<file path="src/rtl/accumilator.sv">
// accumilator: loadable, incrementing accumulator with a registered
// overflow flag and a combinational zero flag.
//   Priority per clock edge: rst > w_en > inc > hold.
//   Default build: increment wraps modulo 2^WIDTH.
//   Define ACCUMILATOR_SAT_EN: increment saturates at all-ones instead.
//   In both builds ovf pulses for one cycle after an increment whose
//   true sum did not fit in WIDTH bits.
module accumilator #(
  parameter int unsigned         WIDTH = 32,
  parameter logic [WIDTH-1:0]    STEP  = WIDTH'(1)
) (
  input  logic             clk,
  input  logic             rst,
  input  logic [WIDTH-1:0] data_in,
  input  logic             w_en,
  input  logic             inc,
  output logic [WIDTH-1:0] data_out,
  output logic             ovf,
  output logic             zero
);

  logic [WIDTH-1:0] r_data;
  logic             r_ovf;

  // One extra bit on the adder so the carry-out is the overflow indicator.
  logic [WIDTH:0]   w_sum;
  logic             w_carry;
  logic [WIDTH-1:0] w_inc_val;
  logic [WIDTH-1:0] w_data_nxt;
  logic             w_ovf_nxt;

  assign w_sum   = {1'b0, r_data} + {1'b0, STEP};
  assign w_carry = w_sum[WIDTH];

`ifdef ACCUMILATOR_SAT_EN
  // Saturating build: clamp at all-ones whenever the true sum overflows.
  assign w_inc_val = w_carry ? {WIDTH{1'b1}} : w_sum[WIDTH-1:0];
`else
  // Wrapping build: simply drop the carry.
  assign w_inc_val = w_sum[WIDTH-1:0];
`endif

  // Next-state selection following the rst > w_en > inc > hold priority.
  always_comb begin
    w_data_nxt = r_data;
    w_ovf_nxt  = 1'b0;
    if (rst) begin
      w_data_nxt = '0;
      w_ovf_nxt  = 1'b0;
    end else if (w_en) begin
      w_data_nxt = data_in;
      w_ovf_nxt  = 1'b0;
    end else if (inc) begin
      w_data_nxt = w_inc_val;
      w_ovf_nxt  = w_carry;
    end
  end

  // Accumulator and overflow registers; reset is folded into next-state logic.
  always_ff @(posedge clk) begin
    r_data <= w_data_nxt;
    r_ovf  <= w_ovf_nxt;
  end

  assign data_out = r_data;
  assign ovf      = r_ovf;
  assign zero     = (r_data == '0);

endmodule

</file>
<file path="config.mk">
export PLATFORM = sky130hd
export DESIGN_NAME = accumilator
export DESIGN_NICKNAME = d
export VERILOG_FILES = /design/src/rtl/accumilator.sv
export SDC_FILE = /design/constraint.sdc
export NUM_CORES = 1
export LEC_CHECK = 0
export BUFFER_PORTS_ARGS = -buffer_cell sky130_fd_sc_hd__buf_2
export CORE_AREA = 5 5 69 71
export CTS_CLUSTER_SIZE = 8
export DETAILED_ROUTE_END_ITERATION = 12
export DIE_AREA = 0 0 74 76
export PLACE_DENSITY = 0.88
export SYNTH_ARGS = -nofsm -noshare
export SYNTH_HDL_FRONTEND = slang
export SYNTH_SLANG_ARGS = --single-unit
</file>
<file path="constraint.sdc">
create_clock -name clk -period 4.07 [get_ports clk]
set_input_delay 0.407 -clock clk [delete_from_list [all_inputs] [get_ports clk]]
set_output_delay 0.407 -clock clk [all_outputs]
set_load 0.1 [all_outputs]
</file>
# Yosys cells after proc, flatten, opt, wreduce, memory -nomap -nowiden
# Cells that the tools add are included.
# classes
add_sub_neg	1
n_reduce_logical	3
n_bitwise	1
muxes	2
# op_table
operator	n
$mux 32	2
$add 32x1->33 const B	1
$logic_not 32->1	1
$reduce_or 3->1	1
$reduce_bool 2->1	1
$not 1->1	1
# totals
out_inout_bits	34
in_bits	36
wordCells	9
ff_bits	33

# Logic depth before layout (Yosys ltp)
# Gate-level depths: netlist (run 1).
# depth
depth_word	3
ltp_mapped	6
depth_no_buf	6

# Least setup slack after synthesis (run 1)
# No wires, ideal clock.
# synth_timing
kind	register to output
start	reg r_data[25] (netlist: data_out[25])
end	out zero
slack_ns	1.071
stages_incl_launch_ff	5
required_time_ns	3.663
arrival_ns	2.592
n_path_buf	1
cell_sequence	dfxtp_1 > clkbuf_1 > nor4_1 > nand4_1 > nor2_1
# synth_between
elab_chain_len	1
# synth_lines
item	line_no	text
start, declared	22	logic [WIDTH-1:0] r_data;
start signal, assigned	61	r_data <= w_data_nxt;
$logic_not 32->1	67	assign zero = (r_data == '0);
end, declared	19	output logic zero
# Every way passes these cells.

# Worst setup path after layout (run 1)
# layout_timing
start	reg r_data[0] (netlist: data_out[0])
end	out zero
# The elaborated chain is that of the path after synthesis.

==> results of run 1 <==
## layer usage
layer  part of all wire (%)  GRT usage [%]  routed length [um]  vias up
met4                    2.7           9.06                 173        0
met2                     46           35.5                3030      140
li1                       -              -                   -     1180
met1                     42           30.8                2730     1130
met3                    8.9           5.28                 581       17
met5                      0              0                   0        -
## worst paths after layout
path	cells past startpoint	from	end
worst min-delay path	2	data_in[4]	data_out[4]
worst max register to register	4	data_out[2]	data_out[23]
worst max-delay path	6	data_out[0]	zero
worst min register to register	2	data_out[21]	data_out[21]
## layout by cell type, fill, tap and decap left out, types with 2 or more instances in the layout
cell type | synthesis | routed
a2111oi_0 | 2 | 2
a211oi_1 | 11 | 11
a21oi_1 | 12 | 12
a311oi_1 | 6 | 6
a31oi_1 | 4 | 4
and3_1 | 3 | 3
and4_1 | 6 | 6
buf_2 | 1 | 69
clkbuf_8 | 0 | 5
clkinv_2 | 0 | 2
dfxtp_1 | 33 | 33
ha_1 | 2 | 2
inv_1 | 13 | 13
nand2_1 | 27 | 27
nand3_1 | 13 | 13
nand3_2 | 2 | 2
nand4_1 | 12 | 12
nor2_1 | 29 | 29
nor3_1 | 7 | 7
nor3b_1 | 4 | 4
nor4_1 | 17 | 17
nor4b_1 | 2 | 2
o211a_1 | 2 | 2
o211ai_1 | 4 | 4
o21ai_0 | 6 | 6
o31ai_1 | 4 | 4
or2_2 | 2 | 2
or3_1 | 3 | 3
or3b_2 | 5 | 5
or4_1 | 5 | 5
or4_4 | 2 | 2
xnor2_1 | 9 | 9
xor2_1 | 3 | 3
## worst max-delay path, stage by stage (launching register included)
cell,delay [ns]
dfxtp_1,0.39
inv_1,0.09
ha_1,0.17
nor4b_1,0.27
nand4_1,0.14
nor2_1,0.16
buf_2,0.45
## power breakdown
part,internal [mW],switching (mW)
clock network,0.118,0.119
registers,0.346,0.0421
logic,0.0612,0.224
total,0.525,0.385
## area by class of cell
| cell class | instances | area [um2] | area share (%) |
|---|---|---|---|
| flip-flops and latches | 33 | 661 | 25.8 |
| repair buffers | 69 | 345 | 13.5 |
| multi-input cells | 217 | 1360 | 53.1 |
| clock inverters | 2 | 10.0 | 0.390 |
| well taps | 52 | 65.1 | 2.54 |
| clock buffers | 6 | 72.6 | 2.83 |
| inverters | 13 | 48.8 | 1.90 |
## cell families after synthesis
kind of cell / count (synthesis)
fa+ha+maj: 2
simple gates: 145
flops: 33
compound gates: 57
mux: 1
xor+xnor: 12
buf+inv: 30
## metrics by stage
stage | cells | total power [mW]
5_1_grt | 392 | 0.946
3_5_place_dp | 384 | 0.678
6_report | 392 | 0.910
4_1_cts | 392 | 0.910
3_3_place_gp | 384 | 0.672
2_1_floorplan | 280 | 0.616
## sequential cells by signal (all words and copies together) (netlist names)
register / flops
ovf: 1
data_out: 32
==> impl.org, run 1 <==
** Pwr
- In this run the power density over the cells is 355 mW/mm2.
- In this run the static leakage power is 0.994 nW.
- VDD IR-drop max :: 0.000236 V

** Run
- Max-cap violations in this run came to 0.

** Timing
- Remaining max-slew budget at the tightest pin :: 20.0%
- Maximum clock skew at final layout :: 0.00448 ns
- The final number of hold-violating endpoints was 0.
- Timing would allow up to 0.424 GHz.
- The worst path uses 57.9% of the clock period.
- Actual transition at the worst max-transition pin :: 1.20 ns
- Setup repair after global routing left no endpoint under its margin.
- Setup violations remaining at the end of the flow were counted as 0.
- The worst path in the final design needs a cycle of 2.36 ns, including I/O delays and setup.
- Setup TNS Final :: 0 ns
- The count of pins over their slew limit was 0.
- In the post-route analysis, the smallest setup slack over all paths is 1.71 ns.
- Post-route worst hold slack :: 0.348 ns

** Finish
- Ant diodes :: 0
- Fraction of layout cells with a size suffix above 1 :: 27.4%
- Post-layout net count :: 377
- Compared with the post-synthesis result, the final layout area differs by 20.0%.
- After routing the design area is 0.00256 mm2.
- The layout has 374 filler cells.
- Once layout is complete, the utilization of the core stands at 61.4%.

** Synth
- Synthesized-area fraction occupied by ao, oa, aoi and oai cells :: 18.8%
- After synthesis, the most frequently instantiated cells are dfxtp_1, nor2_1, nand2_1, nor4_1, clkbuf_1.
- In this run, synthesis inferred 0 flip-flops with an integrated enable.
- Largest area contributor in the synthesized netlist :: dfxtp_1
- In the synthesized netlist the dominant register cell turns out to be dfxtp_1.
- After technology mapping, the gate count stands at 280.
- Mux share of post-synthesis cell area :: 0.469%
- The synthesized design devotes to its leading area cell type 30.9% of total area.
- Synth Area in XOR/XNOR :: 4.92%
- Post-synthesis sequential area ratio :: 30.9%
- A synthesized cell averages 7.63 um2.
- Proportion of register bits with asynchronous set or reset after synthesis :: 0%
- The synthesized netlist devotes 38.4% of its cell area to simple gates.
- When the netlist entered floorplanning its net count stood at 318.
- During synthesis, Yosys emitted a total of 0 warnings.
- After synthesis, the netlist uses 46 different library cells.
- The synthesized netlist devotes 1.17% of its cell area to adder and majority cells.
- Top-count cell post-synth :: dfxtp_1
- Largest family of logic cells by synthesized area :: simple AND/OR/NAND/NOR gates
- In this run, synthesis produced a sequential element count of 33.
- Cells taking the most area after synthesis :: dfxtp_1, nor2_1, nor4_1
- Post-Synthesis Cell Area :: 0.00214 mm2

** Worst setup path
- Data required time of the worst path :: 3.66 ns
- The critical path in this run is classified as flip-flop to output pin.
- Data on the critical path arrives at its endpoint at 1.95 ns.
- Worst R2R Setup Slack :: 1.72 ns
- Startpoint kind of the worst setup timing path :: flip-flop
- Element type at the critical path end :: output pin
- Of all nets on the critical path, the largest fanout is 7.

** Die
- Number of I/O pins :: 70
- Row generation in the floorplan step produced 24 rows.
- The die is 76 um tall.
- For this configuration, the core starts out at a cell density of 51.2%.
- Core Region :: 0.00417 mm2
- The floorplan step defined a die boundary enclosing 0.00562 mm2.
- The floorplan step set the die width to 74 um.

** Global route
- Global-route usage over all layers :: 23.1%
- The first global-routing pass estimated 10600 um of wire.
- Via count of the first global-routing pass :: 2269
- Number of antenna violations at the first check in global routing :: 0
- Pin count of the biggest net entering global routing :: 44
- Global routing finished with a remaining overflow of 0.

** Clock network
- Clock slew at reported path FFs :: 0.07 ns
- Total number of clock tree sinks :: 33
- H-tree depth reported by CTS :: 2
- For this design, the CTS-stage hold fixing added 0 buffers.
- TritonCTS built the clock tree.
- Clock latency reported for the late side of the worst-skew pair :: 0.28 ns
- In this run the deepest clock path goes through 2 buffers.
- Buffers inserted during clock tree synthesis total 5.
- Once the clock tree was built, the setup fixing pass inserted 0 buffers.
- The number of gates resized after CTS was 0.
- Clock root buffer :: clkbuf_8

** Drt
- Using the TritonRoute via totals, the vias-per-cell ratio works out to 6.29.
- After detailed routing, the average wire length per cell comes to 16.6 um.
- DRC violations left :: 0
- Final wirelength :: 6510 um
- First-pass detailed-route iteration total :: 5
- The count of nets left with antenna violations once routing finished came out at 0.
- DR iter-0 viols :: 230
- Detailed routing inserted a total of 2467 vias.

** Place
- Area after DPL :: 0.00248 mm2
- The count of buffers added on input and output ports is 69.
- Routability-driven placement finished with a final weighted congestion of 0.900.
- Timing analysis after detailed placement gives a worst setup slack of 1.74 ns.
- Detailed placement ended at an HPWL of 4730 um.

** Outcome
- Outcome :: finished clean

** Min path
- The worst hold path belongs to the class primary input to flip-flop.
No activity file was read; power rests on OpenSTA's default activity.
==> inputs of run 2 (changes only) <==
==> config.mk (replaced) <==
export PLATFORM = sky130hd
export DESIGN_NAME = accumilator
export DESIGN_NICKNAME = d
export VERILOG_FILES = /design/src/rtl/accumilator.sv
export SDC_FILE = /design/constraint.sdc
export NUM_CORES = 1
export LEC_CHECK = 0
export ABC_AREA = 1
export BUFFER_PORTS_ARGS = -buffer_cell sky130_fd_sc_hd__buf_2
export CORE_AREA = 5 5 73 75
export CTS_CLUSTER_SIZE = 8
export DETAILED_ROUTE_END_ITERATION = 12
export DIE_AREA = 0 0 78 80
export PLACE_DENSITY = 0.83
export SYNTH_ARGS = -nofsm -noshare
export SYNTH_HDL_FRONTEND = slang
export SYNTH_SLANG_ARGS = --single-unit
==> constraint.sdc (replaced) <==
create_clock -name clk -period 2.17 [get_ports clk]
set_input_delay 0.217 -clock clk [delete_from_list [all_inputs] [get_ports clk]]
set_output_delay 0.217 -clock clk [all_outputs]
set_load 0.1 [all_outputs]
==> run 2 against run 1 <==
  * Core utilization shrank 0.50 points
  * First-iteration DRC count grew 19%
  * Critical endpoint unchanged
  * Largest cell class unchanged
  * Clock skew rose by 0.0019 ns
  * Design area is 9.3% higher
  * Critical path type unchanged
  * Routed wire length is 4.0% higher
==> impl.org, run 2 <==
** Worst setup path
- Logic depth of the worst register-to-register path :: 9
- Data on the critical path is required at its endpoint by 1.95 ns.
- In this run the critical register-to-register path is launched from data_out[1].
- Worst R2R Setup Slack :: 0.60 ns
- Along the worst path, the maximum fanout reaches 4.
- Tracing the worst setup path back leads to its startpoint at data_out[0].
- Data arrives at the worst endpoint at 1.83 ns.
- Startpoint kind of the worst setup timing path :: flip-flop
- The critical path ends at zero.
- Reg2reg end :: data_out[30]
- By startpoint and endpoint, the worst setup path is classified as flip-flop to output pin.
- Element type at the critical path end :: output pin

** Global route
- Global-route usage over all layers :: 22.5%
- Pin count of the biggest net entering global routing :: 31
- The number of antenna violations at the first check in global routing was 0.
- The first global-routing pass estimated 11400 um of wire.
- Grt total ovfl :: 0
- Via count of the first global-routing pass :: 2482

** Synth
- Number of synthesized flops with an enable pin :: 0
- The number of nets in the synthesized netlist is 397.
- Summing the areas of all xor and xnor instances in the mapped netlist gives 3.83% of the synthesized area.
- Dividing the synthesized area by the synthesized cell count gives 6.37 um2.
- Post-synthesis sequential area ratio :: 28.9%
- Proportion of register bits with asynchronous set or reset after synthesis :: 0%
- During synthesis, Yosys emitted a total of 0 warnings.
- Register bit total from synthesis :: 33
- Synthesis instantiated 26 different standard cells from the library.
- Synth Flop Type :: dfxtp_1
- Post-synthesis instance total :: 359
- After Yosys synthesis, full adders, half adders and majority gates account for 1.09% of the synthesized area.
- Summing the areas of all and, or, nand and nor instances in the mapped netlist gives 41.5% of the synthesized area.
- Yosys top cell area share :: 28.9%
- Synthesized-area fraction occupied by ao, oa, aoi and oai cells :: 16.6%
- The commonest cells after synthesis are nand2_1, nand3_1, inv_1, nor2_1, dfxtp_1.
- Of all cell types, the one taking the most synthesized area is dfxtp_1.
- Cells taking the most area after synthesis :: dfxtp_1, nand2_1, nand3_1
- Top-count cell post-synth :: nand2_1
- Mux share of post-synthesis cell area :: 0%
- By area, the combinational part of the netlist is dominated by simple AND/OR/NAND/NOR gates.
- The synthesized netlist occupies a cell area of 0.00229 mm2.

** Finish
- Post-synthesis to final-layout area growth :: 22.4%
- Commonest cells after routing, fill and taps aside :: nand2_1, buf_2, nand3_1
- Summing all multi-input logic gate instances after layout gives 0.00145 mm2.
- Register Area :: 663 um2
- The register with the most flip-flops in the layout has 32 of them.
- Cells fill 60.9% of the core in the end.
- Commonest non-fill, non-tap cell in the layout :: nand2_1
- Filler Cell Count :: 435
- For this run, the post-layout net count is 465.
- The number of antenna diodes in the final layout is 0.
- In the final layout, the share of cells above drive strength 1 is 24.3%.

** Clock network
- For this design, the sink count on the clock tree is 33.
- Clock root buffer :: clkbuf_8
- Deepest clock path buffer count :: 2
- In this run the post-CTS setup repair buffer count came out at 0.
- The clock reaches the later pin of the worst-skew pair after 0.29 ns.
- Clock slew at reported path FFs :: 0.07 ns
- TritonCTS built the clock tree.
- H-tree depth reported by CTS :: 2
- Inserted Clock Buffers :: 5

** Min path
- The worst hold path belongs to the class primary input to flip-flop.

** Run
- Max Cap Viol :: 0

** Die
- After floorplanning, the core was sized to cover 0.00460 mm2.
- Number of I/O pins :: 70
- Vertical die dimension :: 80 um
- Once the floorplan was initialized, standard cells occupied 49.8% of the core.
- The floorplan has 25 rows.
- Floorplan die width :: 78 um
- The die covers 0.00624 mm2.

** Place
- Placer's final routability congestion estimate :: 0.939
- Once detailed placement completed, the half-perimeter wirelength came to 5110 um.
- Port Buf Inserts :: 69

** Timing
- RSZ-0062 raised after global routing :: no
- Static timing analysis puts the maximum clock frequency at 0.489 GHz.
- Post-route fraction of the period consumed by the critical path :: 94.2%
- Adding up every negative setup slack in the final design gives 0 ns.
- Headroom to the max-slew limit came out at 64.2%.
- The clock arrives with 0.00635 ns of skew.
- Number of hold violations in the final report :: 0
- The count of pins over their slew limit came to 0.
- Setup violations remaining at the end of the flow were counted as 0.
- For the pin with the worst max-slew slack, the measured transition is 0.537 ns.
- The routed design could run at a clock period as short as 2.04 ns.

** Drt
- Final wirelength :: 6770 um
- For this block, the initial DRC count from the detailed router was 274.
- Via-to-Cell Ratio :: 5.47
- Vias post-DR :: 2636
- For this run, design rule violations remaining after detail routing come to 0.
- The count of nets left with antenna violations once routing finished came out at 0.
- Drt wl/cell :: 14.0 um
- First-pass detailed-route iteration total :: 5

** Pwr
- VDD IR-drop max :: 0.000369 V
- Design Power :: 1.79 mW
- Dividing total power by cell area gives a power density of 640 mW/mm2.
- The analysis attributes to cell leakage a power of 1.20 nW.

** Outcome
- The flow ran to the end, and the final reports show no timing, DRC or antenna violations.
==> run 2: cell count changes after synthesis, moves of 6 or more <==
cell,previous run,this run
a211oi_1,11,0
a21oi_1,12,27
a22oi_1,0,23
a311oi_1,6,0
and4_1,6,0
clkbuf_1,14,5
inv_1,13,34
nand2_1,27,100
nand3_1,13,39
nand4_1,12,1
nor2_4,0,10
nor4_1,17,7
xnor2_1,9,2
==> run 2: how the worst min path moves through the flow <==
stage	from	end	slack (ns)	depth (start not counted)
after CTS	data_in[5]	data_out[5]	0.20	3
final	data_in[5]	data_out[5]	0.20	3
after detailed placement	data_in[4]	data_out[4]	0.50	3
after floorplan	data_in[4]	data_out[4]	0.38	2
after global placement	data_in[3]	data_out[3]	0.50	3
after global routing	data_in[5]	data_out[5]	0.21	3
==> run 2: kinds of logic (layout without fill, tap and decap cells) <==
family | count (synthesis) | count (layout)
AND/OR/NAND/NOR | 204 | 204
AO/OA/AOI/OAI | 63 | 63
buffers and inverters | 47 | 116
flip-flops | 33 | 33
XOR/XNOR | 10 | 10
adder cells (fa/ha/maj) | 2 | 2
==> run 2: per-stage QoR <==
| stage | instances | hold slack [ns] | instance area [um2] | worst slack, ns |
|---|---|---|---|---|
| after floorplan | 359 | 0.385 | 2300 | 0.0680 |
| after global routing | 482 | 0.206 | 2800 | 0.0541 |
| after global placement | 474 | 0.497 | 2680 | 0.413 |
| after detailed placement | 474 | 0.502 | 2680 | 0.347 |
| final | 482 | 0.199 | 2800 | 0.126 |
| after CTS | 482 | 0.198 | 2800 | 0.0207 |
==> run 2: final cells by class <==
| cell class | instances | share of cell area, % |
|---|---|---|
| clock inverters | 1 | 1.07 |
| flip-flops and latches | 33 | 23.7 |
| repair buffers | 72 | 13.2 |
| multi-input cells | 279 | 51.7 |
| clock buffers | 7 | 3.08 |
| well taps | 54 | 2.41 |
| inverters | 36 | 4.82 |
==> run 2: what timing repair did <==
action / CTS / global route
resized for setup: 0 / 1
hold buffers: 0 / 0
endpoints found under the setup margin: 0 / 1
==> run 2: power by group <==
part | total, mW | internal (mW) | switching (mW)
sequential | 0.703 | 0.642 | 0.0606
clock | 0.607 | 0.374 | 0.232
combinational | 0.485 | 0.107 | 0.378
total | 1.79 | 1.12 | 0.671
==> run 2: worst max-delay path, cell delays in order (launching register included) <==
cell	delay, ns
dfxtp_2	0.33
inv_1	0.12
ha_1	0.17
nand2_1	0.05
nor4_1	0.24
nand3_1	0.17
nor2_4	0.12
clkbuf_4	0.33
==> run 2: per-layer routing <==
metal	vias to the layer above	share of wire (%)	global-route usage (%)
met5	-	0	0
met1	1186	44	27.3
met2	105	46	37.5
met4	0	2.4	8.95
met3	17	7.9	5.98
li1	1328	-	-
